## config.mk

```make
export PLATFORM = sky130hd
export DESIGN_NAME = rr_mux_arbiter
export DESIGN_NICKNAME = d
export VERILOG_FILES = /design/src/rtl/rr_arb_pkg.sv /design/src/rtl/rr_arb_pick.sv /design/src/rtl/rr_mux_arbiter.sv
export SDC_FILE = /design/constraint.sdc
export NUM_CORES = 1
export LEC_CHECK = 0
export BUFFER_PORTS_ARGS = -buffer_cell sky130_fd_sc_hd__buf_2
export CAP_MARGIN = 20
export CELL_PAD_IN_SITES_DETAIL_PLACEMENT = 1
export CELL_PAD_IN_SITES_GLOBAL_PLACEMENT = 1
export CORE_MARGIN = 2
export CORE_UTILIZATION = 34
export CTS_CLUSTER_DIAMETER = 150
export DETAILED_ROUTE_END_ITERATION = 10
export PLACE_DENSITY = 0.9
export SKIP_CTS_REPAIR_TIMING = 1
export SLEW_MARGIN = 20
export SYNTH_ARGS = -nofsm -noshare
export SYNTH_HDL_FRONTEND = slang
export SYNTH_SLANG_ARGS = --single-unit
```

## constraint.sdc

```tcl
create_clock -name clk -period 4.23 [get_ports clk]
set_input_delay 0.423 -clock clk [delete_from_list [all_inputs] [get_ports clk]]
set_output_delay 0.423 -clock clk [all_outputs]
set_load 0.01 [all_outputs]
```

## src/rtl/rr_arb_pkg.sv

```systemverilog
// Shared types and helpers for the round-robin mux arbiter.
package rr_arb_pkg;

  typedef enum logic [0:0] {
    UNLOCKED = 1'b0,
    LOCKED   = 1'b1
  } lock_state_e;

  // Modulo-n increment: wraps from n-1 to 0, never at a power of two.
  function automatic int unsigned next_idx(input int unsigned idx, input int unsigned n);
    int unsigned nxt;
    if (idx >= n - 32'd1) begin
      nxt = 32'd0;
    end else begin
      nxt = idx + 32'd1;
    end
    return nxt;
  endfunction

endpackage

```

## src/rtl/rr_arb_pick.sv

```systemverilog
// Rotating priority finder: first eligible index after ptr, wrapping modulo N.
module rr_arb_pick
  import rr_arb_pkg::*;
#(
  parameter int N = 4,
  parameter int P = $clog2(N)
) (
  input  logic [N-1:0] eligible,
  input  logic [P-1:0] ptr,
  output logic         found,
  output logic [P-1:0] winner
);

  // Walk ptr+1 .. ptr in priority order; the first hit wins.
  always_comb begin
    int unsigned idx_v;
    logic [P-1:0] idx_p;
    found  = 1'b0;
    winner = ptr;
    idx_v  = 32'(ptr);
    idx_p  = ptr;
    for (int k = 0; k < N; k++) begin
      idx_v = next_idx(idx_v, N);
      idx_p = P'(idx_v);
      if (!found && eligible[idx_p]) begin
        found  = 1'b1;
        winner = idx_p;
      end else begin
        found  = found;
        winner = winner;
      end
    end
  end

endmodule

```

## src/rtl/rr_mux_arbiter.sv

```systemverilog
// Round-robin arbiter in front of a shared N:1 mux with a one-entry output register.
// Optional burst locking is enabled by defining RR_ARB_LOCK_EN.
module rr_mux_arbiter
  import rr_arb_pkg::*;
#(
  parameter int N = 4,
  parameter int P = $clog2(N),
  parameter int W = 8
) (
  input  logic           clk,
  input  logic           rst_n,
  input  logic [N-1:0]   req_valid,
  output logic [N-1:0]   req_ready,
  input  logic [N*W-1:0] req_data,
  input  logic [N-1:0]   req_last,
  output logic [P-1:0]   sel,
  output logic           out_valid,
  input  logic           out_ready,
  output logic [W-1:0]   out_data,
  output logic [P-1:0]   out_src
);

  logic [P-1:0] ptr_r;
  logic         out_valid_r;
  logic [W-1:0] out_data_r;
  logic [P-1:0] out_src_r;
  logic [N-1:0] eligible_s;
  logic [N-1:0] req_ready_s;
  logic [W-1:0] mux_data_s;
  logic [P-1:0] win_s;
  logic         found_s;
  logic         can_load_s;
  logic         grant_s;

  assign can_load_s = !out_valid_r || out_ready;
  // rst_n gates the grant so no requester sees ready while reset is held.
  assign grant_s    = rst_n && can_load_s && found_s;

`ifdef RR_ARB_LOCK_EN
  lock_state_e  lock_r;
  logic [P-1:0] owner_r;

  // Restrict eligibility to the burst owner while locked.
  always_comb begin
    eligible_s = {N{1'b0}};
    if (lock_r == LOCKED) begin
      eligible_s[owner_r] = req_valid[owner_r];
    end else begin
      eligible_s = req_valid;
    end
  end

  // Lock state: a non-last beat locks onto its requester until its last beat.
  always_ff @(posedge clk or negedge rst_n) begin
    if (!rst_n) begin
      lock_r  <= UNLOCKED;
      owner_r <= {P{1'b0}};
    end else if (grant_s) begin
      owner_r <= win_s;
      if (req_last[win_s]) begin
        lock_r <= UNLOCKED;
      end else begin
        lock_r <= LOCKED;
      end
    end else begin
      lock_r  <= lock_r;
      owner_r <= owner_r;
    end
  end
`else
  logic unused_last_s;
  assign unused_last_s = ^req_last;

  // Every valid requester competes on every cycle.
  always_comb begin
    eligible_s = req_valid;
  end
`endif

  rr_arb_pick #(
    .N(N),
    .P(P)
  ) u_pick (
    .eligible(eligible_s),
    .ptr     (ptr_r),
    .found   (found_s),
    .winner  (win_s)
  );

  // One-hot ready to the winner, only when a grant actually happens.
  always_comb begin
    req_ready_s = {N{1'b0}};
    if (grant_s) begin
      req_ready_s[win_s] = 1'b1;
    end else begin
      req_ready_s = {N{1'b0}};
    end
  end

  // Shared data mux; only feeds the output register.
  always_comb begin
    mux_data_s = {W{1'b0}};
    for (int i = 0; i < N; i++) begin
      if (win_s == P'(i)) begin
        mux_data_s = req_data[i*W +: W];
      end else begin
        mux_data_s = mux_data_s;
      end
    end
  end

  // Output register and last-winner pointer; load and drain may coincide.
  always_ff @(posedge clk or negedge rst_n) begin
    if (!rst_n) begin
      out_valid_r <= 1'b0;
      out_data_r  <= {W{1'b0}};
      out_src_r   <= {P{1'b0}};
      ptr_r       <= P'(N - 1);
    end else if (grant_s) begin
      out_valid_r <= 1'b1;
      out_data_r  <= mux_data_s;
      out_src_r   <= win_s;
      ptr_r       <= win_s;
    end else if (out_ready) begin
      out_valid_r <= 1'b0;
      out_data_r  <= out_data_r;
      out_src_r   <= out_src_r;
      ptr_r       <= ptr_r;
    end else begin
      out_valid_r <= out_valid_r;
      out_data_r  <= out_data_r;
      out_src_r   <= out_src_r;
      ptr_r       <= ptr_r;
    end
  end

  assign req_ready = req_ready_s;
  assign sel       = grant_s ? win_s : ptr_r;
  assign out_valid = out_valid_r;
  assign out_data  = out_data_r;
  assign out_src   = out_src_r;

endmodule
```

# ---- Word level (Yosys, flattened, before mapping)
# Cells that the tools add are included.
dict set report word_totals {
  reg_bits 13
  latch_bits 0
  ramBits 0
  mem_bits_ro 0
  in_bits 43
  output_inout_bits 17
  wordCells 64
  memories 0
}
dict set report op_classes {
  add_sub_neg 4
  mul 0
  div_mod_pow 0
  order_cmp 10
  n_eq_ne 3
  n_shift 0
  n_mux 30
  n_bitwise 0
  reduce_logical 13
}
# cell n
set op_table {}
lappend op_table {{greater-or-equal comparator 32 x 2 -> 1 bit, second input constant} 3}
lappend op_table {{two-way mux 32 bit} 3}
lappend op_table {{adder 32 x 1 -> 32 bit, second input constant} 2}
lappend op_table {{two-way mux 8 bit} 4}
lappend op_table {{< comparator 2 x 3 -> 1 bit, second input constant} 5}
lappend op_table {{two-way mux 2 bit} 6}
lappend op_table {{two-way mux 1 bit} 11}
lappend op_table {{binary-select mux 1 bit (select 2 bit)} 4}
lappend op_table {{logical AND 1 bit} 6}
lappend op_table {{== test 2 bit, second input constant} 2}
lappend op_table {{zero test 1 bit} 4}
lappend op_table {{two-way mux 4 bit} 1}
lappend op_table {{adder 2 x 1 -> 3 bit, second input constant} 1}
lappend op_table {{adder 2 x 1 -> 2 bit, second input constant} 1}
lappend op_table {{demux 1 bit (select 2 bit)} 1}
lappend op_table {{== test 2 x 1 -> 1 bit, second input constant} 1}
lappend op_table {{greater-or-equal comparator 2 x 1 -> 1 bit, second input constant} 1}
lappend op_table {{greater-or-equal comparator 2 bit, second input constant} 1}
lappend op_table {{zero test 2 bit} 1}
lappend op_table {{nonzero test 2 bit} 1}
lappend op_table {{logical OR 1 bit} 1}

# ---- Longest topological paths before layout
dict set report depth {
  ltp_word 19
  mapped_depth 10
}

# ---- Hierarchy
# A second synthesis with hierarchy kept.
dict set report hier_totals {
  cells_unflattened 80
  area_unflattened_um2 1017.2
}
# module instances cells_each area_each_um2 seq_area_each_um2
set modules_own_cells {}
lappend modules_own_cells {rr_mux_arbiter 1 46 768.2 327.8}
lappend modules_own_cells {rr_arb_pick 1 34 249.0 0.0}

# ---- Least setup slack after synthesis
# Ideal clock, no wire load.
dict set report synth_path {
  kind {flip-flop to output port}
  from {register ptr_r[0]}
  to {output req_ready[0]}
  arrival_time_ns 2.248
  slack_ns 1.559
  stages_incl_launch_ff 9
  cell_sequence {dfstp_2 > ha_1 > buf_4 > nand2b_1 > a21o_1 > a221oi_1 > or2_2 > clkbuf_1 > nor2_1}
}
dict set report synth_between {
  elab_chain_cells 19
}
# element line
set synth_lines {}
lappend synth_lines {{start, declared} rr_mux_arbiter.sv:23} ;# logic [P-1:0] ptr_r;
lappend synth_lines {{start signal, assigned} rr_mux_arbiter.sv:118} ;# ptr_r <= P'(N - 1);
lappend synth_lines {{start signal, assigned} rr_mux_arbiter.sv:123} ;# ptr_r <= win_s;
lappend synth_lines {{start signal, assigned} rr_mux_arbiter.sv:128} ;# ptr_r <= ptr_r;
lappend synth_lines {{branches (longest 18 deep; another with adder 32 x 1 -> 32 bit)} --}
lappend synth_lines {{two-way mux 4 bit (*)} rr_mux_arbiter.sv:93} ;# if (grant_s) begin
lappend synth_lines {{end, declared} rr_mux_arbiter.sv:13} ;# output logic [N-1:0] req_ready,
# Every way passes the cells marked *. The select of a mux whose other input is x is not followed.

# ---- Worst setup path after layout
dict set report layout_path {
  from {register ptr_r[0]}
  to {output sel[1]}
}
dict set report layout_between {
  elab_chain_cells 16
}
# element line
set layout_lines {}
lappend layout_lines {{adder 2 x 1 -> 3 bit / greater-or-equal comparator 2 bit (equally long branches)} {rr_arb_pkg.sv:15, rr_arb_pkg.sv:12}}
lappend layout_lines {{two-way mux 32 bit (*)} rr_arb_pkg.sv:12} ;# if (idx >= n - 32'd1) begin
lappend layout_lines {{branches (longest 13 deep; another with adder 32 x 1 -> 32 bit)} --}
lappend layout_lines {{two-way mux 2 bit (*)} rr_mux_arbiter.sv:138} ;# assign sel = grant_s ? win_s : ptr_r;
lappend layout_lines {{end, declared} rr_mux_arbiter.sv:16} ;# output logic [P-1:0] sel,
# Marked as above.

==> flow_summary_export.csv <==
group,metric,value,unit
logic_synthesis,yosysMostFrequentCell,"mux2i_1",
logic_synthesis,syn_nets,165,
die,initial_core_util,0.3637,
placement,io_buffer_count,55,
critical_path,cp.required,3810,ps
route,drtPass1Iterations,4,
layout,nFillCells,397,
route,post_drt_via_cell_ratio,5.615,
die,die_w,61.62,microns
die,core_area,0.003103,sq mm
grt,grt_usage,0.1940,
logic_synthesis,ys_seq_area_frac,0.2905,
sta,rsz0062_at_grt,"false",
layout,nets,214,
logic_synthesis,synth_top_cell_area_share,0.2439,
clock_tree,cts_root_buf,"clkbuf_4",
sta,finalCriticalPeriod,3465,ps
route,final_antenna_net_count,0,
sta,hold_viol_final,0,
logic_synthesis,synth_commonest_cells,"mux2i_1, dfrtp_1",
clock_tree,clock_path_buffers,2,
clock_tree,clock_latency,270,ps
logic_synthesis,synth_area_leaders,"dfrtp_1, mux2i_1, a32oi_1",
power_and_ir_drop,ir_drop,0.0002967,V
logic_synthesis,synth_top_area_cell,"dfrtp_1",
critical_path,path_cells,"ha_1 > nand2b_1 > or4b_1 > nand2_4 > a41o_2 > o21ai_0 > buf_2",
clock_tree,cts_sinks,13,
die,die_y,61.62,microns
route,vias,1196,
placement,place_inst,209,
die,pin_count,60,
logic_synthesis,yosysWarningCount,0,
critical_path,crit_arrival,3040,ps
logic_synthesis,synthCells,121,
logic_synthesis,synth-edff-count,0,
route,drt_iter0_markers,65,
critical_path,cp-end-kind,"output pin",
sta,worstMarginPinSlew,725.3,ps
clock_tree,cts_made_buffers,3,
sta,worst_slew_margin_rel,0.5164,
clock_tree,cts_tree,"yes",
job,cap_viol_max_count,0,
die,row_count,20,
layout,area_growth,25.72,%
route,drc_errors,0,
sta,finalCritPeriodShare,0.8192,
logic_synthesis,postSynthAreaPerCell,9.327,sq um
sta,max_freq,288.6,MHz
sta,setup_viol,0,
grt,grt_max_degree,20,
grt,grt-ovfl-total,0,
sta,tns,0,ps
power_and_ir_drop,powerDensity,718.4,mW/mm^2
logic_synthesis,synth-main-ff-cell,"dfrtp_1",
critical_path,critical_path_class,"reg -> out",
critical_path,max_stage_delay,730,ps
layout,drive_above_1_share,0.4201,
status,status,"completed",
sta,report.final.slew_viol_count,0,
die,dieArea,0.003796,sq mm
placement,gp_congestion,0.8294,
sta,clock_skew,4.223,ps
grt,grt_pass1_wl,5499,microns
grt,grt_pass1_vias,1153,
power_and_ir_drop,p_leak,0.6940,nW
hold_path,min_path_type,"in -> async",
critical_path,crit_slowest_cell,"or4b_1",
critical_path,crit_path_max_fanout,12,
grt,antenna_found_initial,0,
placement,dpl.hpwl,2716,microns
logic_synthesis,ys_ff_latch,13,
layout,layout.cells.non_filler,213,
clock_tree,cts.reportedPaths.clkPinSlew,90,ps
route,routed_wl,3541,microns
logic_synthesis,ys_types,44,
logic_synthesis,async_reset_ff_frac,1.000,
route,wl_per_cell,16.62,microns
clock_tree,htree_levels,1,
layout,insertedDiodeCount,0,
critical_path,start_kind,"flop",
logic_synthesis,syn_area,0.001129,sq mm
-- area by class of cell --
class | count | area (sq um) | share of cell area
timing repair buffer | 56 | 282.8 | 0.1993
clock buffer | 4 | 26.28 | 0.01852
tap | 44 | 55.05 | 0.03880
multi-input combinational | 94 | 719.4 | 0.5071
inverter | 2 | 7.507 | 0.005291
sequential | 13 | 327.8 | 0.2310
-- power by group --
part | internal, W | leakage, nW | switching (W)
combinational | 0.000313 | 0.526 | 0.000396
sequential | 0.000189 | 0.153 | 0.0000415
clock | 0.0000365 | 0.0150 | 0.0000433
-- layout by cell type (no fill, tap or decap), drive strengths merged, types with 2 or more instances in the layout --
| cell | n |
|---|---|
| mux2 | 2 |
| dfrtp | 11 |
| dfstp | 2 |
| o21ai | 4 |
| a32oi | 7 |
| nor2b | 2 |
| and3 | 7 |
| o221ai | 7 |
| or2 | 3 |
| a211oi | 3 |
| mux2i | 15 |
| nand2b | 7 |
| buf | 56 |
| clkbuf | 4 |
| nor3 | 3 |
| nand2 | 7 |
| inv | 2 |
| nor2 | 7 |
| a21oi | 2 |
-- worst paths after layout --
| kind | cells past startpoint | startpoint | end | slack, ps |
|---|---|---|---|---|
| setup / recovery | 7 | ptr_r[0] | sel[1] | 760 |
| hold / removal | 1 | rst_n | out_data[2] | 40 |
| setup reg to reg | 7 | ptr_r[0] | out_data[6] | 1220 |
| hold reg to reg | 2 | out_src[1] | out_src[1] | 490 |
| max in group asynchronous | 1 | rst_n | ptr_r[0] | 3890 |
| min in group clk | 3 | req_data[13] | out_data[5] | 420 |
-- sequential cells by signal, indices dropped and copies added (netlist names) --
name / cells
out_valid: 1
ptr_r: 2
out_data: 8
out_src: 2
-- per-layer routing --
metal / track usage / wire, microns / vias up / part of all wire
li1: - / - / 570 / -
met1: 0.2850 / 1613 / 572 / 0.46
met2: 0.3023 / 1715 / 50 / 0.48
met3: 0.02521 / 192 / 4 / 0.054
met4: 0.04559 / 19 / 0 / 0.0054
met5: 0 / 0 / - / 0
-- logic make-up (layout without fill, tap and decap cells) --
kind of cell | Yosys count | after routing | share of synthesized area
flops | 13 | 13 | 0.2905
mux | 18 | 18 | 0.1729
compound gates | 33 | 33 | 0.2362
simple gates | 42 | 42 | 0.2173
buf+inv | 14 | 62 | 0.07205
fa+ha+maj | 1 | 1 | 0.01108
-- through the flow --
stage	hold WS, ps	util	total power, W	setup WS, ps	area [sq um]
after global placement	333.1	0.4488	0.0009066	1174	1393
final	37.20	0.4573	0.001019	764.7	1419
after detailed placement	341.4	0.4488	0.0009415	1082	1393
after CTS	46.21	0.4573	0.001024	768.6	1419
after global routing	41.62	0.4573	0.001101	569.1	1419
after floorplan	127.4	-	0.0007848	1559	1129
-- worst max-delay path, delay by kind of cell, from the launching register on --
| family | cells | cell delay (ps) |
|---|---|---|
| buffers and inverters | 1 | 190 |
| adders and majority gates | 1 | 350 |
| DFF | 1 | 630 |
| and+or+nand+nor | 3 | 1110 |
| AOI/OAI and AO/OA | 2 | 480 |
No activity file was read; power rests on OpenSTA's default activity.
